--- config.mk ---
export PLATFORM = sky130hd
export DESIGN_NAME = stage_wb
export DESIGN_NICKNAME = d
export VERILOG_FILES = /design/src/rtl/common.sv /design/src/rtl/exc_state.sv /design/src/rtl/stage_wb.sv
export SDC_FILE = /design/constraint.sdc
export NUM_CORES = 2
export LEC_CHECK = 0
export CORE_AREA = 2 2 524 526
export DETAILED_ROUTE_END_ITERATION = 8
export DIE_AREA = 0 0 526 528
export HOLD_SLACK_MARGIN = 0.08
export PLACE_DENSITY = 0.4
export SETUP_SLACK_MARGIN = 0.02
export SKIP_CTS_REPAIR_TIMING = 1
export SYNTH_ARGS = -nofsm -noshare
export SYNTH_HDL_FRONTEND = slang
export SYNTH_HIERARCHICAL = 1
export SYNTH_SLANG_ARGS = --single-unit
--- constraint.sdc ---
create_clock -name clk -period 3.46 [get_ports clk]
set_clock_uncertainty 0.1 [all_clocks]
set_input_delay 0.692 -clock clk [delete_from_list [all_inputs] [get_ports clk]]
set_output_delay 0.692 -clock clk [all_outputs]
set_load 0.02 [all_outputs]
--- src/rtl/common.sv ---
// Shared types and constants for the writeback/commit stage.
package common;

    localparam int n_threads = 8;

    typedef logic [31:0] word_t;
    typedef logic [31:0] vptr_t;
    typedef logic [19:0] pptr_t;
    typedef logic [19:0] vpn_t;
    typedef logic [7:0]  ppn_t;
    typedef logic [4:0]  regid_t;
    typedef logic [2:0]  threadid_t;

    typedef enum logic [1:0] {
        TLBW_NONE = 2'd0,
        TLBW_ITLB = 2'd1,
        TLBW_DTLB = 2'd2
    } tlbwrite_t;

    // Exception cause codes written to rm2.
    localparam word_t exc_code_itlb_miss = 32'd1;
    localparam word_t exc_code_dtlb_miss = 32'd2;

    localparam word_t exchandler_pc = 32'h0000_0400;

    typedef enum logic {
        ST_NORMAL = 1'b0,
        ST_EXC    = 1'b1
    } exc_fsm_t;

endpackage

--- src/rtl/exc_state.sv ---
// Exception fence FSM plus the per-thread mode bit and rm0..rm2 save registers.
//
//   state     | meaning
//   ----------+-----------------------------------------------------------
//   ST_NORMAL | any thread may commit; a TLB miss raises an exception
//   ST_EXC    | only the master thread commits, until it executes iret
module exc_state
    import common::*;
#(
    parameter int N_THREADS = n_threads
) (
    input  logic                           clk,
    input  logic                           rst,
    input  logic                           take_exc,
    input  threadid_t                      exc_thread,
    input  logic                           exc_itlb,
    input  word_t                          exc_pc,
    input  word_t                          exc_data,
    input  logic                           take_iret,
    input  threadid_t                      iret_thread,
    output logic                           in_exc,
    output threadid_t                      master,
    output logic [N_THREADS-1:0]           mode,
    output logic [N_THREADS-1:0][2:0][31:0] rm_q
);

    exc_fsm_t state_q;
    exc_fsm_t state_d;

    // State register.
    always_ff @(posedge clk or negedge rst) begin
        if (!rst) begin
            state_q <= ST_NORMAL;
        end else begin
            state_q <= state_d;
        end
    end

    // Next state: enter on an exception, leave only on the master's iret.
    always_comb begin
        state_d = state_q;
        case (state_q)
            ST_NORMAL: if (take_exc) state_d = ST_EXC;
            ST_EXC:    if (take_iret && iret_thread == master) state_d = ST_NORMAL;
            default:   state_d = ST_NORMAL;
        endcase
    end

    // Master thread, supervisor bits and exception save registers.
    always_ff @(posedge clk or negedge rst) begin
        if (!rst) begin
            master <= '0;
            mode   <= '1;
            rm_q   <= '0;
        end else begin
            if (take_exc) begin
                master                 <= exc_thread;
                mode[exc_thread]       <= 1'b1;
                rm_q[exc_thread][0]    <= exc_pc;
                rm_q[exc_thread][1]    <= exc_itlb ? exc_pc : exc_data;
                rm_q[exc_thread][2]    <= exc_itlb ? exc_code_itlb_miss : exc_code_dtlb_miss;
            end
            if (take_iret) begin
                mode[iret_thread] <= 1'b0;
            end
        end
    end

    assign in_exc = (state_q == ST_EXC);

endmodule

--- src/rtl/stage_wb.sv ---
// Writeback stage: in-order commit per thread, replay, redirects and exception entry.
module stage_wb
    import common::*;
#(
    parameter int    N_THREADS = n_threads,
    parameter word_t BOOT_PC   = 32'h1000,
    parameter word_t EXC_PC    = exchandler_pc
) (
    input  logic                            clk,
    input  logic                            rst,
    input  threadid_t                       wb_thread,
    input  logic                            wb_isvalid,
    input  logic                            wb_itlb_miss,
    input  logic                            wb_dtlb_miss,
    input  regid_t                          wb_dst,
    input  word_t                           wb_pc,
    input  word_t                           wb_data,
    input  word_t                           wb_r2,
    input  word_t                           wb_mul,
    input  logic                            wb_isequal,
    input  logic                            wb_flag_mul,
    input  logic                            wb_flag_reg,
    input  logic                            wb_flag_jump,
    input  logic                            wb_flag_branch,
    input  logic                            wb_flag_iret,
    input  logic                            wb_flag_store,
    input  logic                            wb_flag_isbyte,
    input  tlbwrite_t                       wb_flag_tlbwrite,
    output logic                            rf_wen,
    output threadid_t                       rf_thread,
    output regid_t                          rf_dst,
    output word_t                           rf_data,
    output logic                            redirect_en,
    output threadid_t                       redirect_thread,
    output word_t                           redirect_pc,
    output logic                            store_en,
    output logic                            store_isbyte,
    output pptr_t                           store_addr,
    output word_t                           store_data,
    output logic                            itlb_wen,
    output logic                            dtlb_wen,
    output vpn_t                            tlbwrite_vpn,
    output ppn_t                            tlbwrite_ppn,
    output logic                            exc_en,
    output threadid_t                       exc_thread,
    output logic [N_THREADS-1:0]            mode,
    output logic [N_THREADS-1:0][31:0]      commit_pc,
    output logic [N_THREADS-1:0][2:0][31:0] rm_q
);

    logic      in_exc;
    threadid_t master;

    logic in_order, miss, fence, take_exc, commit, take_jump, take_iret;

    logic                       rf_wen_d, redirect_en_d, store_en_d, store_isbyte_d;
    logic                       itlb_wen_d, dtlb_wen_d, exc_en_d;
    threadid_t                  rf_thread_d, redirect_thread_d, exc_thread_d;
    regid_t                     rf_dst_d;
    word_t                      rf_data_d, redirect_pc_d, store_data_d;
    pptr_t                      store_addr_d;
    vpn_t                       tlbwrite_vpn_d;
    ppn_t                       tlbwrite_ppn_d;
    logic [N_THREADS-1:0][31:0] commit_pc_d;

    // A beat carrying a TLB miss never commits: it either raises an exception or replays.
    assign in_order  = (wb_pc == commit_pc[wb_thread]);
    assign miss      = wb_itlb_miss | wb_dtlb_miss;
    assign fence     = !in_exc || (wb_thread == master);
    assign take_exc  = in_order && !in_exc && miss;
    assign commit    = in_order && wb_isvalid && fence && !miss;
    assign take_jump = wb_flag_jump && (!wb_flag_branch || wb_isequal);
    assign take_iret = commit && wb_flag_iret;

    exc_state #(
        .N_THREADS(N_THREADS)
    ) u_exc_state (
        .clk        (clk),
        .rst        (rst),
        .take_exc   (take_exc),
        .exc_thread (wb_thread),
        .exc_itlb   (wb_itlb_miss),
        .exc_pc     (wb_pc),
        .exc_data   (wb_data),
        .take_iret  (take_iret),
        .iret_thread(wb_thread),
        .in_exc     (in_exc),
        .master     (master),
        .mode       (mode),
        .rm_q       (rm_q)
    );

    // Commit decision: compute next outputs and the updated commit pointer.
    always_comb begin
        rf_wen_d          = 1'b0;
        rf_thread_d       = '0;
        rf_dst_d          = '0;
        rf_data_d         = '0;
        redirect_en_d     = 1'b0;
        redirect_thread_d = '0;
        redirect_pc_d     = '0;
        store_en_d        = 1'b0;
        store_isbyte_d    = 1'b0;
        store_addr_d      = '0;
        store_data_d      = '0;
        itlb_wen_d        = 1'b0;
        dtlb_wen_d        = 1'b0;
        tlbwrite_vpn_d    = '0;
        tlbwrite_ppn_d    = '0;
        exc_en_d          = 1'b0;
        exc_thread_d      = '0;
        commit_pc_d       = commit_pc;

        if (take_exc) begin
            redirect_en_d          = 1'b1;
            redirect_thread_d      = wb_thread;
            redirect_pc_d          = EXC_PC;
            exc_en_d               = 1'b1;
            exc_thread_d           = wb_thread;
            commit_pc_d[wb_thread] = EXC_PC;
        end else if (commit) begin
            commit_pc_d[wb_thread] = wb_pc + 32'd4;
            if (wb_flag_reg) begin
                rf_wen_d    = 1'b1;
                rf_thread_d = wb_thread;
                rf_dst_d    = wb_dst;
                rf_data_d   = wb_flag_mul ? wb_mul : wb_data;
            end
            if (wb_flag_store) begin
                store_en_d     = 1'b1;
                store_isbyte_d = wb_flag_isbyte;
                store_addr_d   = wb_data[19:0];
                store_data_d   = wb_r2;
            end
            if (wb_flag_tlbwrite != TLBW_NONE) begin
                itlb_wen_d     = (wb_flag_tlbwrite == TLBW_ITLB);
                dtlb_wen_d     = (wb_flag_tlbwrite == TLBW_DTLB);
                tlbwrite_vpn_d = wb_data[19:0];
                tlbwrite_ppn_d = wb_r2[7:0];
            end
            if (wb_flag_iret) begin
                redirect_en_d          = 1'b1;
                redirect_thread_d      = wb_thread;
                redirect_pc_d          = rm_q[wb_thread][0];
                commit_pc_d[wb_thread] = rm_q[wb_thread][0];
            end else if (take_jump) begin
                redirect_en_d          = 1'b1;
                redirect_thread_d      = wb_thread;
                redirect_pc_d          = wb_data;
                commit_pc_d[wb_thread] = wb_data;
            end
        end else if (in_order) begin
            redirect_en_d     = 1'b1;
            redirect_thread_d = wb_thread;
            redirect_pc_d     = commit_pc[wb_thread];
        end
    end

    // Output and commit-pointer registers.
    always_ff @(posedge clk or negedge rst) begin
        if (!rst) begin
            rf_wen          <= 1'b0;
            rf_thread       <= '0;
            rf_dst          <= '0;
            rf_data         <= '0;
            redirect_en     <= 1'b0;
            redirect_thread <= '0;
            redirect_pc     <= '0;
            store_en        <= 1'b0;
            store_isbyte    <= 1'b0;
            store_addr      <= '0;
            store_data      <= '0;
            itlb_wen        <= 1'b0;
            dtlb_wen        <= 1'b0;
            tlbwrite_vpn    <= '0;
            tlbwrite_ppn    <= '0;
            exc_en          <= 1'b0;
            exc_thread      <= '0;
            commit_pc       <= {N_THREADS{BOOT_PC}};
        end else begin
            rf_wen          <= rf_wen_d;
            rf_thread       <= rf_thread_d;
            rf_dst          <= rf_dst_d;
            rf_data         <= rf_data_d;
            redirect_en     <= redirect_en_d;
            redirect_thread <= redirect_thread_d;
            redirect_pc     <= redirect_pc_d;
            store_en        <= store_en_d;
            store_isbyte    <= store_isbyte_d;
            store_addr      <= store_addr_d;
            store_data      <= store_data_d;
            itlb_wen        <= itlb_wen_d;
            dtlb_wen        <= dtlb_wen_d;
            tlbwrite_vpn    <= tlbwrite_vpn_d;
            tlbwrite_ppn    <= tlbwrite_ppn_d;
            exc_en          <= exc_en_d;
            exc_thread      <= exc_thread_d;
            commit_pc       <= commit_pc_d;
        end
    end

endmodule

* Word-level counts from Yosys, hierarchy flattened
Cells that the tools add are included.
** Cells by class
- Bitwise logic cells :: 8
- Multiplexer cells :: 84
- Reduce and logical (&&, ||, !) cells :: 16
- $lt $le $gt $ge :: 2
- Add/sub/neg operators :: 1
- Eq/ne operators :: 4
** Operators with widths (count)
- $bwmux 768 :: 3
- $mux 256 :: 4
- $demux 96 s3 :: 3
- $bwmux 256 :: 3
- $mux 32 :: 17
- $bmux 96 s3 :: 1
- $and 248x248->248 :: 1
- $not 248->248 :: 1
- $mux 20 :: 6
- $bmux 32 s3 :: 1
- $demux 32 s3 :: 1
- $mux 96 :: 1
- $mux 64 :: 1
- $mux 8 :: 5
- $add 32x3->32 const B :: 1
- $eq 32x32->1 :: 1
- $mux 3 :: 9
- $mux 1 :: 23
- $or 8x8->8 :: 2
- $mux 5 :: 3
- $logic_and 1x1->1 :: 9
- $and 8x8->8 :: 1
- $not 8->8 :: 1
- $lt 3x4->1 const B :: 1
- other kinds (12) :: 16
** Storage, ports and cells
- Output and inout port bits :: 1197
- Register bits after elaboration :: 1201

* Depth between registers and ports, before layout
- Depth after elaboration :: 10
- Depth in mapped cells :: 18

* Cells and area by module
Netlist, hierarchy kept.
** By module, submodules not included
- stage_wb :: area an instance 22671.7 um^2, seq. area each 10545.1 um^2, cells each 2134, times used 1
- exc_state :: area an instance 22602.9 um^2, seq. area each 13523.0 um^2, cells each 1738, times used 1

* Worst setup path after synthesis
OpenSTA, ideal clock, no wires.
- Path kind :: input to register
- Start point :: input port wb_thread[0]
- End point :: register u_exc_state/rm_q[30] (netlist name)
- Arrival time :: 4.023 ns
- Setup time :: 0.127 ns
- Stages :: 16
- Path slack :: -0.790 ns
- Path through :: buf_2 buf_6 mux4_2 mux2i_1 xor2_1 nand4_1 nor4_1 nand4_1 nor2_1 buf_2 buf_2 buf_6 nor4b_4 buf_6 buf_12 mux2_1
** On the way
- Longest elaborated chain between the ends :: 7
** RTL lines
- start: declaration :: line stage_wb.sv:11 : input threadid_t wb_thread,
- $lt 3x4->1 (not written as such) / $ge 3x1->1 (equally long branches) :: line exc_state.sv:59 : rm_q[exc_thread][0] <= exc_pc;
- $logic_and 1x1->1 (not written as such) :: line exc_state.sv:59
- $mux 32 (not written as such) :: line exc_state.sv:59
- $demux 96 s3
- $bwmux 768 :: line exc_state.sv:59
- $bwmux 768 :: line exc_state.sv:60 : rm_q[exc_thread][1] <= exc_itlb ? exc_pc : exc_data;
- $bwmux 768 :: line exc_state.sv:61 : rm_q[exc_thread][2] <= exc_itlb ? exc_code_itlb_miss : exc_code_dtlb_miss;
Several ways; a longest one is shown, not always the timed one. The select of a mux whose other input is x is not followed.
A chain may end at the register's enable or synchronous reset.

* Final worst setup path
- Start point :: input port wb_thread[0]
- End point :: register u_exc_state/rm_q[20] (netlist name)
** On the way
- Longest elaborated chain between the ends :: 7
** RTL lines (line)
- $lt 3x4->1 (not written as such) / $ge 3x1->1 (equally long branches) :: exc_state.sv:59
- $logic_and 1x1->1 (not written as such) :: exc_state.sv:59
- $mux 32 (not written as such) :: exc_state.sv:59
- $demux 96 s3
- $bwmux 768 :: exc_state.sv:59
- $bwmux 768 :: exc_state.sv:60
- $bwmux 768 :: exc_state.sv:61
Several ways; a longest one is shown, not always the timed one. The select of a mux whose other input is x is not followed.

==> PnR_summary.wiki <==
{| class="wikitable"
! Metric !! Value
|-
| Unrepaired setup endpoints after global routing || yes
|-
| Arrival time of data at the critical path endpoint || 4.57 ns
|-
| Floorplan row count || 192
|-
| Setup TNS || -324.27 ns
|-
| HPWL after detailed placement || 260000 µm
|-
| PnR Total Power || 29.6 mW
|-
| Count of vias placed by the detailed router || 41.3k
|-
| Area of the core || 272000 µm²
|-
| Gate count of the mapped netlist || 3872
|-
| CP Capture Type || flip-flop
|-
| Async set-or-reset flop fraction in the synthesized netlist || 1.00
|-
| Wire length of the first global-routing pass || 417000 µm
|-
| Transition time at the pin with the least slew margin || 1.03 ns
|-
| Y dimension of the die || 528 µm
|-
| Layout cells sized above 1 || 0.361
|-
| GR Util met2 || 0.386
|-
| GR Overflow Total || 0
|-
| Peak VDD IR || 0.488 mV
|-
| Final hold violations || 0
|-
| Final setup viols || 923
|-
| Startpoint of the worst register-to-register path || commit_pc[62]
|-
| Maximum number of buffers from clock root to sink || 3
|-
| Routing layer with the top usage in global route || met2
|-
| Number of global-route vias before repair || 41.1k
|-
| Leakage power figure || 34.5 nW
|-
| Number of enable-type register cells in the synthesized netlist || 0
|-
| Class of the most critical hold timing path || input port to async pin
|-
| Highest-count cells in the layout ignoring fill and taps || sky130_fd_sc_hd__clkdlybuf4s50_1 (1096), sky130_fd_sc_hd__dfrtp_1 (945), sky130_fd_sc_hd__buf_4 (884), sky130_fd_sc_hd__nor2_1 (286), sky130_fd_sc_hd__mux2_4 (274)
|-
| Residual DRC count || 0
|-
| RePlAce Congestion || 0.916
|-
| Final period utilization || 1.16
|-
| DIE AREA || 278000 µm²
|-
| Launch point of the critical path || wb_thread[0]
|-
| Sequential cell area fraction in the yosys report || 0.532
|-
| Status || finished with violations
|-
| Last element of the critical path || u_exc_state/rm_q[20]
|-
| Root buffer cell || sky130_fd_sc_hd__clkbuf_16
|-
| Number of warnings reported in the yosys synthesis log || 6
|-
| DR iter-0 viols || 3219
|-
| Tot GR Track Use || 0.225
|-
| Clock sinks || 961
|-
| Required time at the worst-slack endpoint || 4.03 ns
|-
| Library cells used by synthesis || 83
|-
| Cell area after synthesis || 45300 µm²
|-
| X dimension of the die || 526 µm
|-
| Max-slew violations || 0
|-
| Synthesized flop and latch total || 961
|-
| Met1 capacity usage during global routing || 0.268
|-
| Cts bufs inserted || 133
|-
| CTS tree || yes
|-
| NumNets Final || 6125
|-
| Dominant register cell in the synthesized netlist || sky130_fd_sc_hd__dfrtp_1
|-
| WL final || 339000 µm
|-
| Number of H-tree branching levels || 4
|-
| R2R Path End || u_exc_state/rm_q[20]
|-
| Worst Slack Setup Final || -0.545 ns
|-
| CP Max Fanout || 12
|-
| Critical path class || input port to flip-flop
|-
| Router iterations before antenna repair || 6
|-
| Antenna-violating nets left || 0
|-
| Via density per instance || 4.26
|-
| Top-level port count || 1348
|-
| Cells on worst reg2reg path || 14
|-
| Maximum clock frequency || 250 MHz
|-
| Final critical-path required period || 4.01 ns
|-
| Most common cell after layout, fill and taps aside || sky130_fd_sc_hd__clkdlybuf4s50_1
|-
| Clock latency of the later-clocked register in the worst-skew pair || 0.83 ns
|-
| Max-slew headroom || 0.315
|-
| Area growth from synthesis to layout || 68.9%
|-
| M3 GR Usage || 0.0630
|-
| Power density cells || 387 nW/µm²
|-
| Violated checks || setup timing
|-
| Largest net degree at the start of global routing || 104
|-
| Number of antenna violations at the first check in global routing || 55
|-
| Slack of the worst reg-to-reg path || -0.46 ns
|-
| Routed wirelength normalized by instance count || 35.0 µm
|-
| Initial standard-cell utilization of the core || 0.166
|-
| Startpoint type of the worst setup path || input port
|-
| Maximum capacitance violations || 0
|-
| Clock-pin slew reported for the worst setup and hold paths after clock tree synthesis || 0.05 ns
|-
| Number of buffers added on ports || 1107
|-
| Mean Syn Cell Area || 11.7 µm²
|}
final cells by class:
cell class              count  area (µm²)
clock buffers             196        3970
flip-flops and latches    961       24100
clock inverters            43         671
repair buffers           2228       22500
fillers                 28400      196000
diodes                     19        47.5
well taps                3589        4490
inverters                  34         128
multi-input cells        2615       20600
cell usage after synthesis (8+ instances only):
cell	count	area share
sky130_fd_sc_hd__and2_1	37	0.0051
sky130_fd_sc_hd__a31oi_1	9	0.0012
sky130_fd_sc_hd__inv_1	31	0.0026
sky130_fd_sc_hd__o32ai_1	9	0.0017
sky130_fd_sc_hd__o221ai_1	9	0.0017
sky130_fd_sc_hd__xnor2_1	22	0.0043
sky130_fd_sc_hd__buf_2	60	0.0066
sky130_fd_sc_hd__mux2_2	360	0.090
sky130_fd_sc_hd__a211o_1	11	0.0021
sky130_fd_sc_hd__buf_6	41	0.010
sky130_fd_sc_hd__nor2b_1	11	0.0015
sky130_fd_sc_hd__mux2_4	123	0.041
sky130_fd_sc_hd__nand4_1	15	0.0021
sky130_fd_sc_hd__o21a_1	8	0.0013
sky130_fd_sc_hd__xor2_1	26	0.0050
sky130_fd_sc_hd__a221oi_1	25	0.0048
sky130_fd_sc_hd__a22o_1	27	0.0052
sky130_fd_sc_hd__mux4_2	32	0.016
sky130_fd_sc_hd__o21ai_0	217	0.024
sky130_fd_sc_hd__o211ai_1	10	0.0017
sky130_fd_sc_hd__a211oi_1	45	0.0075
sky130_fd_sc_hd__mux2i_1	174	0.038
sky130_fd_sc_hd__a22oi_1	22	0.0036
sky130_fd_sc_hd__a21oi_1	276	0.031
sky130_fd_sc_hd__nor2_1	315	0.026
sky130_fd_sc_hd__o31ai_1	16	0.0027
sky130_fd_sc_hd__buf_4	276	0.046
sky130_fd_sc_hd__clkbuf_1	106	0.0088
sky130_fd_sc_hd__dfstp_2	16	0.0093
sky130_fd_sc_hd__or3_1	25	0.0035
sky130_fd_sc_hd__nand2_1	268	0.022
sky130_fd_sc_hd__nor3_1	63	0.0070
sky130_fd_sc_hd__a32o_1	8	0.0018
sky130_fd_sc_hd__mux2_1	17	0.0042
sky130_fd_sc_hd__o22ai_1	13	0.0018
sky130_fd_sc_hd__and3_1	69	0.0095
sky130_fd_sc_hd__nand3_1	17	0.0019
sky130_fd_sc_hd__dfrtp_1	945	0.52
registers in the layout (all words and copies together) (netlist names), 8 cells and up:
| signal | count |
|---|---|
| redirect_pc | 32 |
| store_addr | 20 |
| rf_data | 32 |
| tlbwrite_ppn | 8 |
| u_exc_state/rm_q | 528 |
| u_exc_state/mode | 8 |
| store_data | 32 |
| tlbwrite_vpn | 20 |
| commit_pc | 256 |
power by group:
part / leakage, nW / internal (mW) / switching [mW] / total (mW)
clock network: 2.26 / 8.77 / 5.97 / 14.7
logic: 19.0 / 1.12 / 2.41 / 3.53
registers: 13.3 / 11.3 / 0.0195 / 11.3
total: 34.5 / 21.2 / 8.40 / 29.6
routing by layer:
metal / up-vias / part of all wire
li1: 17500 / -
met1: 21400 / 0.40
met2: 1910 / 0.48
met3: 427 / 0.073
met4: 22 / 0.039
met5: - / 0.00039
worst max-delay path, stage by stage:
cell and delay [ns]:
sky130_fd_sc_hd__buf_4 0.17, sky130_fd_sc_hd__buf_12 0.18, sky130_fd_sc_hd__buf_6 0.17, sky130_fd_sc_hd__and2_4 0.16, sky130_fd_sc_hd__buf_12 0.14, sky130_fd_sc_hd__a22o_1 0.26, sky130_fd_sc_hd__buf_4 0.15, sky130_fd_sc_hd__o21ai_2 0.12
sky130_fd_sc_hd__nand4_1 0.38, sky130_fd_sc_hd__nor4_1 0.31, sky130_fd_sc_hd__buf_4 0.16, sky130_fd_sc_hd__nand4_1 0.11, sky130_fd_sc_hd__buf_4 0.18, sky130_fd_sc_hd__nor2_4 0.13, sky130_fd_sc_hd__buf_12 0.14, sky130_fd_sc_hd__nor4b_4 0.28
sky130_fd_sc_hd__buf_12 0.24, sky130_fd_sc_hd__buf_12 0.20, sky130_fd_sc_hd__mux2_4 0.31
how the worst min path moves through the flow:
| stage | startpoint | to | cells after the start |
|---|---|---|---|
| finish | rst | commit_pc[192] | 2 |
| detailed placement | u_exc_state/mode[5] | u_exc_state/mode[5] | 2 |
| CTS | rst | commit_pc[192] | 1 |
| global route | wb_dst[3] | rf_dst[3] | 2 |
| global placement | u_exc_state/mode[5] | u_exc_state/mode[5] | 2 |
| floorplan | rst | commit_pc[0] | 0 |
metrics by stage:
stage | hold WS [ns] | utilization | cell area, µm² | worst slack, ns | std cells
after floorplan | 0.296 | - | 47400 | -0.532 | 4111
after global placement | 0.362 | 0.252 | 68800 | -2.11 | 9319
after detailed placement | 0.358 | 0.252 | 68800 | -2.05 | 9319
after CTS | -0.275 | 0.269 | 73400 | -1.12 | 9558
after global routing | 0.343 | 0.281 | 76400 | -0.518 | 9674
final | 0.356 | 0.281 | 76500 | -0.545 | 9685
cell families (layout without fill, tap and decap cells):
kind of cell | Yosys count | count (layout) | synth area share
mux | 706 | 706 | 0.189
xor+xnor | 48 | 48 | 0.00929
simple gates | 867 | 867 | 0.0888
compound gates | 753 | 753 | 0.101
other cells | 1 | 259 | 0.0000828
flops | 961 | 961 | 0.532
buf+inv | 535 | 2501 | 0.0797
fa+ha+maj | 1 | 1 | 0.000276
(Power assumes the default switching activity.)
